`config.mk`:
```
export PLATFORM = sky130hd
export DESIGN_NAME = sync_fifo_core
export DESIGN_NICKNAME = d
export VERILOG_FILES = /design/src/rtl/sync_fifo_core.sv
export SDC_FILE = /design/constraint.sdc
export NUM_CORES = 1
export LEC_CHECK = 0
export CORE_ASPECT_RATIO = 0.75
export CORE_MARGIN = 2
export CORE_UTILIZATION = 25
export DETAILED_ROUTE_END_ITERATION = 7
export GPL_ROUTABILITY_DRIVEN = 0
export PLACE_DENSITY = 0.42
export SYNTH_ARGS = -nofsm -noshare
export SYNTH_HDL_FRONTEND = slang
export SYNTH_SLANG_ARGS = --single-unit
```
`constraint.sdc`:
```
create_clock -name clk -period 4.7 [get_ports clk]
set_input_delay 0.94 -clock clk [delete_from_list [all_inputs] [get_ports clk]]
set_output_delay 0.94 -clock clk [all_outputs]
set_load 0.01 [all_outputs]
```
`src/rtl/sync_fifo_core.sv`:
```
`default_nettype none
// ============================================================================
// Module   : sync_fifo_core
// Purpose  : Single-clock FIFO with registered read port, fill-level code and
//            sticky overflow/underflow flags.
// Revision : 1.0 - initial release
// ============================================================================
module sync_fifo_core #(
   parameter int DATA_WIDTH = 32,
   parameter int DEPTH      = 16
) (
   input  logic                  clk,
   input  logic                  rst_n,
   input  logic                  wr_en,
   input  logic [DATA_WIDTH-1:0] write_data,
   input  logic                  rd_en,
   output logic [DATA_WIDTH-1:0] rd_data,
   output logic                  rd_valid,
   output logic [2:0]            fifo_status,
   output logic                  overflow,
   output logic                  underflow
);

   localparam int            c_AW   = $clog2(DEPTH);
   localparam logic [c_AW:0] c_FULL = (c_AW+1)'(DEPTH);
   localparam logic [c_AW:0] c_Q1   = (c_AW+1)'(DEPTH / 4);
   localparam logic [c_AW:0] c_Q2   = (c_AW+1)'(DEPTH / 2);
   localparam logic [c_AW:0] c_Q3   = (c_AW+1)'((3 * DEPTH) / 4);

   logic [DATA_WIDTH-1:0] r_mem [DEPTH];
   logic [c_AW-1:0]       r_wr_ptr;
   logic [c_AW-1:0]       r_rd_ptr;
   logic [c_AW:0]         r_count;
   logic [DATA_WIDTH-1:0] r_rd_data;
   logic                  r_rd_valid;
   logic                  r_overflow;
   logic                  r_underflow;
   logic [2:0]            w_status;
   logic                  w_wr_acc;
   logic                  w_rd_acc;

   // Acceptance is judged on the pre-edge count, so full+both pops only and
   // empty+both pushes only; nothing is accepted while reset is asserted.
   assign w_wr_acc = rst_n && wr_en && (r_count != c_FULL);
   assign w_rd_acc = rst_n && rd_en && (r_count != '0);

   always_ff @(posedge clk) begin
      if (w_wr_acc) begin
         r_mem[r_wr_ptr] <= write_data;
      end
   end

   always_ff @(posedge clk) begin
      if (!rst_n) begin
         r_wr_ptr    <= '0;
         r_rd_ptr    <= '0;
         r_count     <= '0;
         r_rd_data   <= '0;
         r_rd_valid  <= 1'b0;
         r_overflow  <= 1'b0;
         r_underflow <= 1'b0;
      end else begin
         r_rd_valid <= w_rd_acc;
         if (w_wr_acc) begin
            r_wr_ptr <= r_wr_ptr + 1'b1;
         end
         if (w_rd_acc) begin
            r_rd_data <= r_mem[r_rd_ptr];
            r_rd_ptr  <= r_rd_ptr + 1'b1;
         end
         case ({w_wr_acc, w_rd_acc})
            2'b10:   r_count <= r_count + 1'b1;
            2'b01:   r_count <= r_count - 1'b1;
            default: r_count <= r_count;
         endcase
         if (wr_en && !w_wr_acc) begin
            r_overflow <= 1'b1;
         end
         if (rd_en && !w_rd_acc) begin
            r_underflow <= 1'b1;
         end
      end
   end

   always_comb begin
      w_status = 3'd0;
      if (r_count == '0) begin
         w_status = 3'd0;
      end else if (r_count <= c_Q1) begin
         w_status = 3'd1;
      end else if (r_count <= c_Q2) begin
         w_status = 3'd2;
      end else if (r_count <= c_Q3) begin
         w_status = 3'd3;
      end else if (r_count != c_FULL) begin
         w_status = 3'd4;
      end else begin
         w_status = 3'd5;
      end
   end

   assign rd_data     = r_rd_data;
   assign rd_valid    = r_rd_valid;
   assign fifo_status = w_status;
   assign overflow    = r_overflow;
   assign underflow   = r_underflow;

endmodule
`default_nettype wire

```
==> metrics.md <==
| Metric | Value |
|---|---|
| CORE AREA | `about 84,000 µm²` |
| Outcome | `completed` |
| Total CTS buffers | `between 50 and 60` |
| Die area | `88,000 µm²` |
| Pwr dens | `460 nW/µm²` |
| Routed via count | `approximately 10,000` |
| Max-cap violations | `0` |
| Reg2reg end | `r_count[4]` |
| WP data required | `3760 ps` |
| Register area share after synthesis | `76.3%` |
| Min Tclk post-route | `between 3000 and 4000 ps` |
| Slew @ Worst Pin | `slightly above 1000 ps` |
| Critical path type | `reg2out` |
| Worst Hold Path EP | `overflow` |
| Worst hold path startpoint | `overflow` |
| Slew Limit Headroom | `32.8%` |
| Worst reg-to-reg path cell count | `10` |
| Placement Rows | `92` |
| Layout cell share with drive strength beyond 1 | `between 20% and 30%` |
| Total Power | `between 10 and 15 mW` |
| Hold Crit Class | `reg2reg` |
| Hold Fails Final Rpt | `0` |
| Skew-Pair Late Insertion Delay | `roughly 600 ps` |
| Synth unique cells | `42` |
| Hold WS | `approximately 470 ps` |
| IR drop worst, VDD | `287 µV` |
| GRT Total Usage | `between 10% and 20%` |
| Vias in the first global route | `10,500` |
| Clock Path Buffers | `3` |
| Clock slew seen by the registers of the worst setup and hold paths | `approximately 70 ps` |
| Drt pass-1 iters | `5` |
| CTS tree | `built` |
| Clock skew | `about 19 ps` |
| WL per Instance | `between 20 and 25 µm` |
| Via/cell ratio | `~4.4` |
| Slowest stage cell, crit path | `or4_1` |
| Lkg Pwr | `around 7.6 nW` |
| Util after Layout | `a little under a third` |
| CTS Sinks | `560` |
| #FFs+latches synth | `560` |
| DRC viols | `0` |
| Mean Syn Cell Area | `21.6 µm²` |
| PostCTS Resize Cnt | `0` |
| Cell family with most CP delay | `simple AND/OR/NAND/NOR gates` |
| Gr ovfl total | `0` |
| First-pass GRT wire length | `77,400 µm` |
| RSZ-0062 raised after global routing | `false` |
| Die width | `342 µm` |
| Syn Nets | `1,036` |
| DRT iter0 DRCs | `between 700 and 800` |
| Die height | `between 200 and 300 µm` |
| Hold-fix buffers at CTS | `0` |
| H-tree level count | `2` |
| Max incr delay on CP | `between 700 and 800 ps` |
| Area of the multi-input gates | `just under 5000 µm²` |
| Setup Total Neg Slack | `0 ps` |
| Hold path depth | `2` |
| Setup-failing EPs final | `0` |
| CP cell instances | `or4_1 -> o21ai_0 -> clkdlybuf4s50_1` |
| Starting density of the core | `25.4%` |
| Buffers inserted during post-CTS setup optimization | `0` |
| I/O pins | `74` |
| EDFF count, synth | `roughly 510` |
| ANT cells | `0` |
| Area added between synthesis and finish | `19.0%` |
| Nets@finish | `between 1,000 and 1,500` |
| Synth Instances | `between 900 and 1,000` |
| Setup crit end kind | `output port` |
| DRT Wirelength | `53,300 µm` |
| Top FF cell, synth | `edfxtp_1` |
| Peak Freq | `0.283 GHz` |
| Buf/Inv on CP | `1` |
| Root buffer cell | `clkbuf_16` |
| Crit path launch type | `flop` |
| Yosys Warn Count | `0` |
| Slew Limit Fails | `0` |
| FF+latch area | `around 16,000 µm²` |
| Pin count of the biggest net entering global routing | `54` |
| WP data arrival | `around 2600 ps` |
| Crit Path Max Fanout | `8` |
| R2R Path Start | `r_count[0]` |
| Synthesized area | `21,400 µm²` |
| Post-synth ARST share | `0%` |
| Port Buffers | `73` |
| Tcrit/Tclk final | `between 70 and 80%` |
| Initial antenna violation count | `0` |
| HPWL Detailed | `~32,000 µm` |
| Final antenna-violating net count | `0` |
| Fillers | `a little over 8,000` |
| Reg2Reg Setup Slack | `approximately 1300 ps` |
## cells in the mapped netlist, types with 3 or more instances
cell / instances / area (µm²)
or3_1: 6 / 37.5
dfxtp_1: 48 / 961
nand2b_1: 5 / 31.3
buf_4: 4 / 30.0
buf_6: 7 / 78.8
ha_1: 9 / 113
clkbuf_1: 22 / 82.6
nand3_1: 40 / 200
nand2_1: 5 / 18.8
o221ai_1: 28 / 245
nor2_1: 27 / 101
inv_1: 4 / 15.0
edfxtp_1: 512 / 15400
o221ai_2: 4 / 60.1
buf_2: 26 / 130
nor3_1: 5 / 25.0
mux4_2: 128 / 2880
o211ai_1: 3 / 22.5
a21oi_1: 4 / 20.0
o21ai_0: 4 / 20.0
mux2i_1: 67 / 671
xor2_1: 6 / 52.6
a31oi_1: 3 / 18.8
## worst max path at each step
stage | start | end | slack, ps | depth (start not counted)
finish | r_count[0] | fifo_status[0] | 1160 | 3
global route | r_count[1] | r_count[4] | 980 | 10
CTS | r_count[1] | fifo_status[0] | 1060 | 3
detailed placement | wr_en | r_mem[12][18] | 880 | 5
global placement | wr_en | r_count[4] | 890 | 10
floorplan | rst_n | r_mem[1][0] | 430 | 4
## final cells by class
| cell class | count | share of cell area, % |
|---|---|---|
| Clock buffer | 69 | 5.73 |
| Inverter | 5 | 0.0737 |
| Clock inverter | 31 | 1.07 |
| Multi-Input combinational cell | 364 | 18.9 |
| Sequential cell | 560 | 64.2 |
| Timing Repair Buffer | 110 | 4.48 |
| Tap cell | 1128 | 5.54 |
## registers in the layout (all words and copies together) (netlist names)
signal,cells
overflow,1
r_count,5
r_mem,512
r_rd_ptr,4
r_wr_ptr,4
rd_data,32
rd_valid,1
underflow,1
## kinds of logic after synthesis
family          Yosys count  share of synthesized area, %
compound gates           58                          2.39
xor+xnor                  8                         0.327
fa+ha+maj                 9                         0.526
buf+inv                  67                          1.70
flops                   560                          76.3
mux                     195                          16.6
simple gates             94                          2.12
## layer usage
| layer | GRT usage (%) | vias to the layer above | wire [µm] |
|---|---|---|---|
| met2 | 19.0 | 186 | 24800 |
| met5 | 0 | - | 0 |
| met1 | 17.5 | 5384 | 25600 |
| met4 | 2.97 | 0 | 956 |
| met3 | 1.95 | 69 | 1900 |
| li1 | - | 4385 | - |
## cells in the final DEF, fill, tap and decap left out, drive strengths merged, types with 6 or more instances in the layout
cell / synthesis / final
edfxtp: 512 / 512
mux4: 128 / 128
clkdlybuf4s50: 0 / 72
clkbuf: 22 / 69
mux2i: 67 / 67
dfxtp: 48 / 48
nand3: 40 / 40
buf: 40 / 38
o221ai: 32 / 32
nor2: 27 / 27
clkinv: 1 / 26
ha: 9 / 9
xor2: 6 / 6
or3: 6 / 6
## tightest hold or removal path: cells and delay by family (launching register included)
kind	cells	cell delay (ps)
flops	1	330
simple gates	1	70
compound gates	1	40
## where the power goes
part           internal [mW]  switching, mW  total, mW
combinational          0.769          0.854       1.62
clock                   2.46           1.88       4.34
sequential              5.59          0.163       5.75
## per-stage QoR
| step | std cells | setup slack [ps] | cell area (µm²) |
|---|---|---|---|
| after floorplan | 991 | 433 | 21400 |
| final | 2267 | 1160 | 25500 |
| after global placement | 2167 | 890 | 23700 |
| after detailed placement | 2167 | 876 | 23700 |
| after CTS | 2267 | 1060 | 25500 |
| after global routing | 2267 | 980 | 25500 |
(Power assumes the default switching activity.)
